File: src/rtl/bus_pkg.sv
// Shared bus definitions: packet ID field position, default sizes and the
// transaction-type enum used by the bus environment.
package bus_pkg;

  localparam int PCKG_SZ_DFLT   = 16;
  localparam int DEEP_FIFO_DFLT = 8;

  // Destination ID lives in the top byte of a packet.
  localparam int ID_MSB = PCKG_SZ_DFLT - 1;
  localparam int ID_LSB = PCKG_SZ_DFLT - 8;

  typedef enum logic [1:0] {
    TRANS_PUSH     = 2'd0,
    TRANS_POP      = 2'd1,
    TRANS_PUSH_POP = 2'd2,
    TRANS_RESET    = 2'd3
  } tipo_trans;

endpackage

File: src/rtl/bus_src_queue_if.sv
// Device/arbiter side signals of one per-device source queue.
// master: device + arbiter driving the queue; slave: the queue itself.
interface bus_src_queue_if #(
  parameter int pckg_sz   = 16,
  parameter int deep_fifo = 8
);
  localparam int CNT_W = $clog2(deep_fifo + 1);

  logic               push;
  logic [pckg_sz-1:0] D_push;
  logic               full;
  logic               drop;
  logic               pop;
  logic [pckg_sz-1:0] D_pop;
  logic               pndng;
  logic [CNT_W-1:0]   count;

  modport master (
    output push, D_push, pop,
    input  full, drop, D_pop, pndng, count
  );

  modport slave (
    input  push, D_push, pop,
    output full, drop, D_pop, pndng, count
  );
endinterface

File: src/rtl/bus_src_queue_ram.sv
// Storage array for the source queue: one synchronous write port and one
// asynchronous read port. Contents are not reset.
module bus_src_queue_ram #(
  parameter int pckg_sz   = 16,
  parameter int deep_fifo = 8,
  parameter int PTR_W     = 3
) (
  input  logic               clk,
  input  logic               we_i,
  input  logic [PTR_W-1:0]   waddr_i,
  input  logic [pckg_sz-1:0] wdata_i,
  input  logic [PTR_W-1:0]   raddr_i,
  output logic [pckg_sz-1:0] rdata_o
);

  logic [pckg_sz-1:0] mem_q [deep_fifo];

  // Write the accepted packet into its slot.
  always_ff @(posedge clk) begin
    if (we_i) mem_q[waddr_i] <= wdata_i;
  end

  assign rdata_o = mem_q[raddr_i];

endmodule

File: src/rtl/bus_src_queue.sv
// First-word-fall-through per-device source queue feeding the bus arbiter.
// Optional feature: define BUS_SRC_QUEUE_OVF_CNT_EN to add the saturating
// ovf_cnt port counting discarded pushes.
module bus_src_queue
  import bus_pkg::*;
#(
  parameter int pckg_sz   = PCKG_SZ_DFLT,
  parameter int deep_fifo = DEEP_FIFO_DFLT
) (
  input  logic           clk,
  input  logic           reset,
  bus_src_queue_if.slave q
`ifdef BUS_SRC_QUEUE_OVF_CNT_EN
  ,
  output logic [7:0]     ovf_cnt
`endif
);

  localparam int PTR_W = (deep_fifo > 1) ? $clog2(deep_fifo) : 1;
  localparam int CNT_W = $clog2(deep_fifo + 1);
  localparam logic [CNT_W-1:0] FULL_CNT = CNT_W'(deep_fifo);
  localparam logic [PTR_W-1:0] LAST_PTR = PTR_W'(deep_fifo - 1);

  // Explicit wrap so non-power-of-two depths work.
  function automatic logic [PTR_W-1:0] ptr_inc(input logic [PTR_W-1:0] p);
    return (p == LAST_PTR) ? '0 : p + 1'b1;
  endfunction

  logic [PTR_W-1:0]   wr_ptr_q, wr_ptr_d;
  logic [PTR_W-1:0]   rd_ptr_q, rd_ptr_d;
  logic [CNT_W-1:0]   count_q, count_d;
  logic               drop_q, drop_d;
  logic               push_acc, pop_acc;
  logic [pckg_sz-1:0] rdata;

  // A pop on an empty queue is ignored; a push into a full queue only
  // succeeds if the head leaves in the same cycle.
  assign pop_acc  = q.pop && (count_q != '0);
  assign push_acc = q.push && ((count_q != FULL_CNT) || pop_acc);

  // Next-state for pointers, occupancy and the drop pulse.
  always_comb begin
    wr_ptr_d = wr_ptr_q;
    rd_ptr_d = rd_ptr_q;
    count_d  = count_q;
    drop_d   = q.push && !push_acc;
    if (push_acc) wr_ptr_d = ptr_inc(wr_ptr_q);
    if (pop_acc)  rd_ptr_d = ptr_inc(rd_ptr_q);
    case ({push_acc, pop_acc})
      2'b10:   count_d = count_q + 1'b1;
      2'b01:   count_d = count_q - 1'b1;
      default: count_d = count_q;
    endcase
  end

  // Control state register; synchronous active-low reset empties the queue.
  always_ff @(posedge clk) begin
    if (!reset) begin
      wr_ptr_q <= '0;
      rd_ptr_q <= '0;
      count_q  <= '0;
      drop_q   <= 1'b0;
    end else begin
      wr_ptr_q <= wr_ptr_d;
      rd_ptr_q <= rd_ptr_d;
      count_q  <= count_d;
      drop_q   <= drop_d;
    end
  end

`ifdef BUS_SRC_QUEUE_OVF_CNT_EN
  logic [7:0] ovf_cnt_q, ovf_cnt_d;

  // Saturating count of discarded pushes.
  always_comb begin
    ovf_cnt_d = ovf_cnt_q;
    if (drop_d && (ovf_cnt_q != 8'hFF)) ovf_cnt_d = ovf_cnt_q + 8'd1;
  end

  // Overflow counter register, cleared only by reset.
  always_ff @(posedge clk) begin
    if (!reset) ovf_cnt_q <= 8'd0;
    else        ovf_cnt_q <= ovf_cnt_d;
  end

  assign ovf_cnt = ovf_cnt_q;
`endif

  // Writes are blocked during reset so a push in that cycle leaves no trace.
  bus_src_queue_ram #(
    .pckg_sz  (pckg_sz),
    .deep_fifo(deep_fifo),
    .PTR_W    (PTR_W)
  ) u_ram (
    .clk    (clk),
    .we_i   (push_acc && reset),
    .waddr_i(wr_ptr_q),
    .wdata_i(q.D_push),
    .raddr_i(rd_ptr_q),
    .rdata_o(rdata)
  );

  assign q.pndng = (count_q != '0);
  assign q.full  = (count_q == FULL_CNT);
  assign q.count = count_q;
  assign q.drop  = drop_q;
  assign q.D_pop = q.pndng ? rdata : '0;

endmodule

File: src/flat_wrapper.sv
// flat-port wrapper written by rule: the top's interface ports become plain ports
module bus_src_queue_flat import bus_pkg::*;
#(
  parameter int pckg_sz   = PCKG_SZ_DFLT,
  parameter int deep_fifo = DEEP_FIFO_DFLT
)
  (clk, reset, q_push, q_D_push, q_pop, q_full, q_drop, q_D_pop, q_pndng, q_count);
  bus_src_queue_if #(.pckg_sz(pckg_sz), .deep_fifo(deep_fifo)) q_i ();
  input  logic clk;
  input  logic reset;
  input wire logic [$bits(q_i.push)-1:0] q_push;
  input wire logic [$bits(q_i.D_push)-1:0] q_D_push;
  input wire logic [$bits(q_i.pop)-1:0] q_pop;
  output wire logic [$bits(q_i.full)-1:0] q_full;
  output wire logic [$bits(q_i.drop)-1:0] q_drop;
  output wire logic [$bits(q_i.D_pop)-1:0] q_D_pop;
  output wire logic [$bits(q_i.pndng)-1:0] q_pndng;
  output wire logic [$bits(q_i.count)-1:0] q_count;
  assign q_i.push = q_push;
  assign q_i.D_push = q_D_push;
  assign q_i.pop = q_pop;
  assign q_full = q_i.full;
  assign q_drop = q_i.drop;
  assign q_D_pop = q_i.D_pop;
  assign q_pndng = q_i.pndng;
  assign q_count = q_i.count;
  bus_src_queue #(.pckg_sz(pckg_sz), .deep_fifo(deep_fifo)) u_core (.clk(clk), .reset(reset), .q(q_i));
endmodule
File: config.mk
export PLATFORM = sky130hd
export DESIGN_NAME = bus_src_queue_flat
export DESIGN_NICKNAME = d
export VERILOG_FILES = /design/src/rtl/bus_pkg.sv /design/src/rtl/bus_src_queue_if.sv /design/src/rtl/bus_src_queue_ram.sv /design/src/rtl/bus_src_queue.sv /design/src/flat_wrapper.sv
export SDC_FILE = /design/constraint.sdc
export NUM_CORES = 1
export LEC_CHECK = 0
export CORE_UTILIZATION = 50
export CTS_CLUSTER_DIAMETER = 120
export DETAILED_ROUTE_END_ITERATION = 10
export PLACE_DENSITY = 0.81
export RECOVER_POWER = 25
export SYNTH_ARGS = -nofsm -noshare
export SYNTH_HDL_FRONTEND = slang
export SYNTH_HIERARCHICAL = 1
export SYNTH_SLANG_ARGS = --single-unit
File: constraint.sdc
create_clock -name clk -period 2.79 [get_ports clk]
set_input_delay 0.558 -clock clk [delete_from_list [all_inputs] [get_ports clk]]
set_output_delay 0.558 -clock clk [all_outputs]
set_load 0.01 [all_outputs]
Word-level counts from Yosys, hierarchy flattened

Memories as Yosys holds them, arrays and structs flattened. A register that Yosys moved wholly into a read port is not among the register bits.
Cells that the tools add are included.

Muxes and demuxes: 8
Reductions and logical operators: 8
Eq/ne operators: 6
$add $sub $neg: 4

Operators with widths:

| operator                                            | number |
|---|---|
| two-way mux 16 bit                                  | 1 |
| two-way mux 3 bit                                   | 4 |
| one-hot mux 4 bit (2 select lines)                  | 1 |
| adder 3 x 1 -> 3 bit, second input constant         | 2 |
| equality test 3 bit, second input constant          | 2 |
| adder 4 x 1 -> 4 bit, second input constant         | 1 |
| equality test 4 bit, second input constant          | 1 |
| logical AND 1 bit                                   | 4 |
| != test 4 bit, second input constant                | 1 |
| nonzero test 4 bit                                  | 1 |
| subtractor 4 x 1 -> 4 bit, second input constant    | 1 |
| equality test 2 x 1 -> 1 bit, second input constant | 1 |
| equality test 2 bit, second input constant          | 1 |
| two-way mux 1 bit                                   | 2 |
| nonzero test 2 bit                                  | 1 |
| zero test 1 bit                                     | 1 |
| logical OR 1 bit                                    | 1 |

Bits in writable memories: 128
Memories: 1
Register bits: 11

Memories:

| memory             | depth | width | rd ports | clocked after Yosys merged registers in | write ports | line                    | source |
|---|---|---|---|---|---|---|---|
| u_core.u_ram.mem_q | 8     | 16    | 1        | 1                                       | 1           | bus_src_queue_ram.sv:16 | `logic [pckg_sz-1:0] mem_q [deep_fifo];` |

Logic depth before layout (Yosys ltp)

Depth after elaboration: 7
Mapped depth: 11

Cells and area by module

Netlist, hierarchy kept.

By module, submodules not included:

| module            | instances | sequential area each (um2) | area each (um2) | cells each |
|---|---|---|---|---|
| bus_src_queue_ram | 1         | 3843.7                     | 4973.5          | 198 |
| bus_src_queue     | 1         | 220.2                      | 705.7           | 83 |

Worst setup path before layout

OpenSTA, ideal clock, no wires.

Kind: input-to-reg
Start point: input port reset
End point: memory u_core.u_ram.mem_q[0][0], enable pin
Stages: 4
Path slack: 242 ps
Arrival time: 2139 ps
Path through: clkinv_1 nor2_1 nand2b_1 nor3_1

Longest elaborated chain between the ends: 3

Ends and longest elaborated chain:

| what                                    | line                    | source |
|---|---|---|
| start: declaration                      | flat_wrapper.sv:10      | `input logic reset;` |
| logical AND 1 bit                       | bus_src_queue.sv:96     | `.we_i (push_acc && reset),` |
| two-way mux 1 bit                       | bus_src_queue_ram.sv:20 | `if (we_i) mem_q[waddr_i] <= wdata_i;` |
| two-way mux 1 bit (implied by the code) | bus_src_queue_ram.sv:20 |  |
| end: declaration                        | bus_src_queue_ram.sv:16 |  |

No other way between the ends.

==> results.py <==
metrics = {
    "power_and_ir_drop": {
        "cellPowerDensity_nw_per_um2": 887.6,
        "peakVddDrop_v": 0.0005372,
        "p_leak_nw": 2.428,
    },
    "timing": {
        "hold_viol": 0,
        "finalSetupViolCount": 0,
        "slew_violations": 0,
        "fmax_mhz": 359.9,
        "finalCritPeriodShare_pct": 99.58,
        "min_period_ns": 2.778,
        "slew_headroom_pct": 77.91,
        "clock-skew-final_ns": 0.006284,
        "rsz0062_at_grt": "true",
        "tightestPinTransition_ns": 0.3308,
    },
    "critical_path": {
        "crit_required_ns": 2.23,
        "cp-end-kind": "primary output",
        "start_kind": "flip-flop",
        "cpPeakStageDelay_ns": 0.52,
        "cp.arrival_ns": 2.22,
        "slowest_stage": "mux4_2",
        "crit_type": "flip-flop to primary output",
        "crit_chain": "buf_12 > mux4_2 > mux2_2 > and2_1 > clkdlybuf4s15_1",
        "cp_max_fo": 10,
    },
    "drt": {
        "drt-wirelength-per-cell_um": 21.94,
        "vias": 2925,
        "vias_per_cell": 5.702,
        "firstDrtPassIters": 4,
        "ant_nets": 0,
        "routed_wl_mm": 11.26,
        "drc": 0,
        "drtIter0Drc": 266,
    },
    "global_route": {
        "track_usage_pct": 20.03,
        "antenna_found_initial": 0,
        "grt_max_degree": 35,
        "grt_pass1_vias": 3040,
        "grt-ovfl-total": 0,
        "grt_first_pass_wirelength_mm": 16.33,
    },
    "synth": {
        "synthCells": 281,
        "yosysSeqAreaShare_pct": 71.56,
        "ys.flop_type": "edfxtp_1",
        "synthArstFlopShare_pct": 0,
        "synth_cell_types": 34,
        "synth.largest_area_cell": "edfxtp_1",
        "synth_top_area_share_pct": 67.68,
        "netlist_area_um2": 5679,
        "synth_warnings": 6,
        "synth_edf_count": 128,
        "synth_fp_nets": 309,
        "avgSynthCellArea_um2": 20.21,
        "ys_ff_latch": 139,
        "synth_top_cells_by_area": "edfxtp_1 68%, mux4_1 13%, dfxtp_1 3.9%",
    },
    "final_layout": {
        "layout_common_cells": "128 x edfxtp_1, 23 x buf_4, 22 x mux4_2",
        "finalNetCount": 388,
        "multi_input_area_um2": 1471,
        "stdcell_area_um2": 7032,
        "fillers": 735,
        "diodes": 0,
        "synthToLayoutAreaGrowth_pct": 23.82,
        "final_common_cell": "edfxtp_1",
        "seq_area_um2": 4068,
        "drive_above_1_share_pct": 33.24,
        "final_core_util_pct": 64.30,
    },
    "floorplanning": {
        "start_util_pct": 51.93,
        "dieArea_um2": 11790,
        "rows": 38,
        "die_height_um": 108.6,
        "fp.coreArea_um2": 10940,
        "die_x_um": 108.6,
        "io_pins": 43,
    },
    "run_status": {
        "outcome": "complete, no violations",
    },
    "clocking": {
        "hold_buffers": 0,
        "cts_max_level": 4,
        "cts_buffers": 17,
        "numClockSinks": 139,
        "cts.reportedPaths.clkPinSlew_ns": 0.06,
        "worstSkewPairLatency_ns": 0.41,
        "cts_tree": "built",
        "clockRootBuffer": "clkbuf_16",
        "cts_buffer_depth": 2,
    },
    "run": {
        "cap_violations": 0,
    },
    "place": {
        "io_buffer_count": 42,
        "gp_congestion": 0.7681,
        "place_area_um2": 6425,
        "hpwl_mm": 6.580,
    },
    "worst_hold_path": {
        "holdCritPathClass": "flip-flop to flip-flop",
    },
}
## layer usage
metal	wire length (um)	global-route usage, %
met5	0	0
met3	500	5.063
met1	4697	24.18
met2	5866	33.91
met4	192	9.073
## metrics by stage
stage                     setup slack [ns]  power, mW  TNS (ns)  hold WS [ns]  std cells
final                              0.01165      6.241         0        0.5150        513
after global routing              -0.06263      6.471   -0.1551        0.5748        513
after CTS                         -0.08021      6.182   -0.3147        0.5160        508
after detailed placement          -0.04465      3.896  -0.04465        0.5066        475
after global placement             0.09080      3.848         0        0.4883        475
after floorplan                     0.2418      3.292         0        0.4740        281
## power by group
| part | internal (mW) | switching, mW |
|---|---|---|
| sequential | 2.35 | 0.0787 |
| clock | 1.43 | 0.869 |
| combinational | 0.848 | 0.675 |
## cells by family after synthesis
logic type / share of synthesized area (%)
AOI/OAI and AO/OA: 1.278
xor gates and xnor gates: 0.3085
adders and majority gates: 1.895
buffers and inverters: 1.784
DFF: 71.56
muxes: 18.07
and+or+nand+nor: 5.111
## synthesized netlist by cell type (all sizes together), types with 2 or more instances
cell and number:
a21oi 7, and2 16, buf 10, clkbuf 2, dfxtp 11, edfxtp 128, ha 7, inv 5
mux2 16, mux2i 2, mux4 32, nand2 8, nand2b 3, nand3 3, nor2 14, nor3 3
o21ai 3, or3 2, or4 2, xor2 2
## area by class of cell
class,count,share of cell area [%]
clock buffer,17,6.050
timing repair buffer,72,9.680
inverter,6,0.3203
tap,140,2.491
clock inverter,15,2.687
sequential,139,57.85
multi-input combinational,124,20.93
## state kept, by name (all words and copies together) (netlist names)
name / cells
u_core/wr_ptr_q: 3
u_core/u_ram/mem_q: 128
u_core/rd_ptr_q: 3
u_core/q.count: 4
u_core/q.drop: 1
## final timing paths
kind / startpoint / end / slack, ns / depth (start not counted)
worst min register to register: u_core/wr_ptr_q[2]$_SDFFE_PN0P_ / u_core/wr_ptr_q[2]$_SDFFE_PN0P_ / 0.52 / 2
worst max register to register: u_core/q.count[0]$_SDFFE_PN0P_ / u_core/q.count[3]$_SDFFE_PN0P_ / 0.20 / 8
worst max-delay path: u_core/rd_ptr_q[0]$_SDFFE_PN0P_ / q_D_pop[8] / 0.01 / 5
worst min-delay path: u_core/wr_ptr_q[2]$_SDFFE_PN0P_ / u_core/wr_ptr_q[2]$_SDFFE_PN0P_ / 0.52 / 2
## critical path, delay by kind of cell, from the launching register on
| family | cells | cell delay, ns |
|---|---|---|
| mux | 2 | 0.79 |
| simple gates | 1 | 0.14 |
| buf+inv | 2 | 0.41 |
| flops | 1 | 0.46 |
## repair_timing
item	4_1_cts	5_1_grt
buffers inserted	0	3
resized for setup	33	40
cloned	1	2
hold endpoints to repair	0	0
endpoints found under the setup margin	16	17
(Power assumes the default switching activity.)
==> RTL change: new RTL, same settings <==
The package constant `DEEP_FIFO_DFLT` goes from 8 to 4.
--- a/src/rtl/bus_pkg.sv
+++ b/src/rtl/bus_pkg.sv
@@ -3,7 +3,7 @@
 package bus_pkg;
 
   localparam int PCKG_SZ_DFLT   = 16;
-  localparam int DEEP_FIFO_DFLT = 8;
+  localparam int DEEP_FIFO_DFLT = 4;
 
   // Destination ID lives in the top byte of a packet.
   localparam int ID_MSB = PCKG_SZ_DFLT - 1;
Interface: changed (resized q_count); port bits go from 43 to 42. The function was not compared with the original's and may differ.
==> RTL change against the unedited design <==
Wire length down 57%. Total power down 52%. Setup slack better by 0.13 ns. Via count down 49%. Cell area down 49%. Sequential cell count down 67. Synthesized area down 49%. Hold slack worse by 0.023 ns. Sequential power down 47%.
==> RTL change: results (changes against the unedited design) <==
Parameter                              Value

Status
  Status ... completed

Worst setup path
  Worst r2r dst ... u_core/q.count[2]$_SDFFE_PN0P_
  Reg2reg setup slack ... 0.28 ns (+0.08 ns)
  Maximum fanout along the worst path ... 16 (+6)
  CP arrival ... 2.09 ns (-0.13 ns)

Final layout
  Largest register FFs ... 64 (-50%)
  Nets@finish ... 231 (-40%)

Hold path
  Hold worst-path end ... u_core/rd_ptr_q[1]$_SDFFE_PN0P_

Detailed routing
  Vias per std cell ... 5.25 (-7.9%)
  Drt initial violations ... 76 (-71%)

Yosys
  Synth Net Count ... 179 (-42%)
  Share of the synthesized area in compound gates (AO/OA/AOI/OAI) ... 0.857% (-0.42 points)
  Area share of xor/xnor cells in the synthesized design ... 0.600% (+0.29 points)
  Number of synthesized flops with an enable pin ... 64 (-50%)
  Post-synthesis cell type count ... 27 (-21%)

Clocking
  Number of buffers created by CTS ... 9 (-8)
  Later-pin clock latency in the skew report ... 0.32 ns (-0.09 ns)
  Clock Root Buffer ... clkbuf_8

Global routing
  Maximum number of pins on one net before global-route repair ... 18 (-49%)
  Global-route total usage across every layer ... 17.9% (-2.2 points)
  First-pass GRT wire length ... 7700 um (-53%)

STA
  Skew final ... 0.00611 ns (-0.000175 ns)

Place
  Port Buffer Count ... 41 (-2.4%)
  Final weighted congestion in routability-driven placement ... 0.667 (-13%)
  Detailed placer's ending HPWL ... 3200 um (-51%)

Power
  Maximum vdd drop ... 629 uV (+17%)
==> RTL change: changes by cell type after synthesis, moves of 4 or more <==
cell / delta
a21oi_1: -6
mux4_2: +6
mux4_1: -22
buf_1: -4
mux2_2: -16
ha_1: -4
edfxtp_1: -64
nor2_1: -12
nand2_1: +4
==> RTL change: routing by layer <==
metal / part of all wire (%) / vias up / wire [um] / track usage (%)
met5: 0 / - / 0 / 0
met1: 42 / 735 / 2050 / 20.6
met2: 51 / 49 / 2500 / 29.8
li1: - / 701 / - / -
met4: 1.5 / 0 / 72 / 11.9
met3: 5.3 / 7 / 258 / 4.19
==> RTL change: power by group <==
part	internal, W	switching [W]
Combinational	0.000594	0.000419
Clock	0.000319	0.000342
Sequential	0.00124	0.0000471
Total	0.00216	0.000809
==> RTL change: area by class of cell <==
class | instances | area (um^2)
clock buffer | 12 | 135
clock inverter | 4 | 22.5
fill | 384 | 1980
inverter | 5 | 18.8
multi-input combinational | 70 | 758
sequential | 72 | 2080
tap | 72 | 90.1
timing repair buffer | 49 | 483
==> RTL change: worst max path at each step <==
| stage | start | endpoint |
|---|---|---|
| 6_report | u_core/rd_ptr_q[0]$_SDFFE_PN0P_ | q_D_pop[15] |
| 5_1_grt | u_core/rd_ptr_q[0]$_SDFFE_PN0P_ | q_D_pop[15] |
| 4_1_cts | u_core/rd_ptr_q[0]$_SDFFE_PN0P_ | q_D_pop[15] |
| 3_5_place_dp | q_pop | u_core/q.count[2]$_SDFFE_PN0P_ |
| 3_3_place_gp | q_pop | u_core/q.count[2]$_SDFFE_PN0P_ |
| 2_1_floorplan | reset | u_core/u_ram/mem_q[0][0]$_DFFE_PP_ |
==> RTL change: metrics by stage <==
stage / cell area, um^2 / cells / utilization, % / worst slack [ns]
finish: 3590 / 284 / 64.4 / 0.140
global placement: 3430 / 268 / 61.6 / 0.223
detailed placement: 3430 / 268 / 61.6 / 0.144
global route: 3590 / 284 / 64.4 / 0.0538
floorplan: 2920 / 155 / - / 0.144
CTS: 3590 / 284 / 64.4 / 0.0316
==> RTL change: cells by family after synthesis <==
family	Yosys count
multiplexers	20
AO/OA/AOI/OAI	4
AND/OR/NAND/NOR	40
adder cells (fa/ha/maj)	4
XOR/XNOR	2
buffers and inverters	13
flip-flops	72
==> RTL change: critical path, stage by stage, from the launching register on <==
cell and delay, ns:
dfxtp_2 0.38, buf_12 0.19, mux4_1 0.56, and2_1 0.17
clkdlybuf4s50_1 0.48
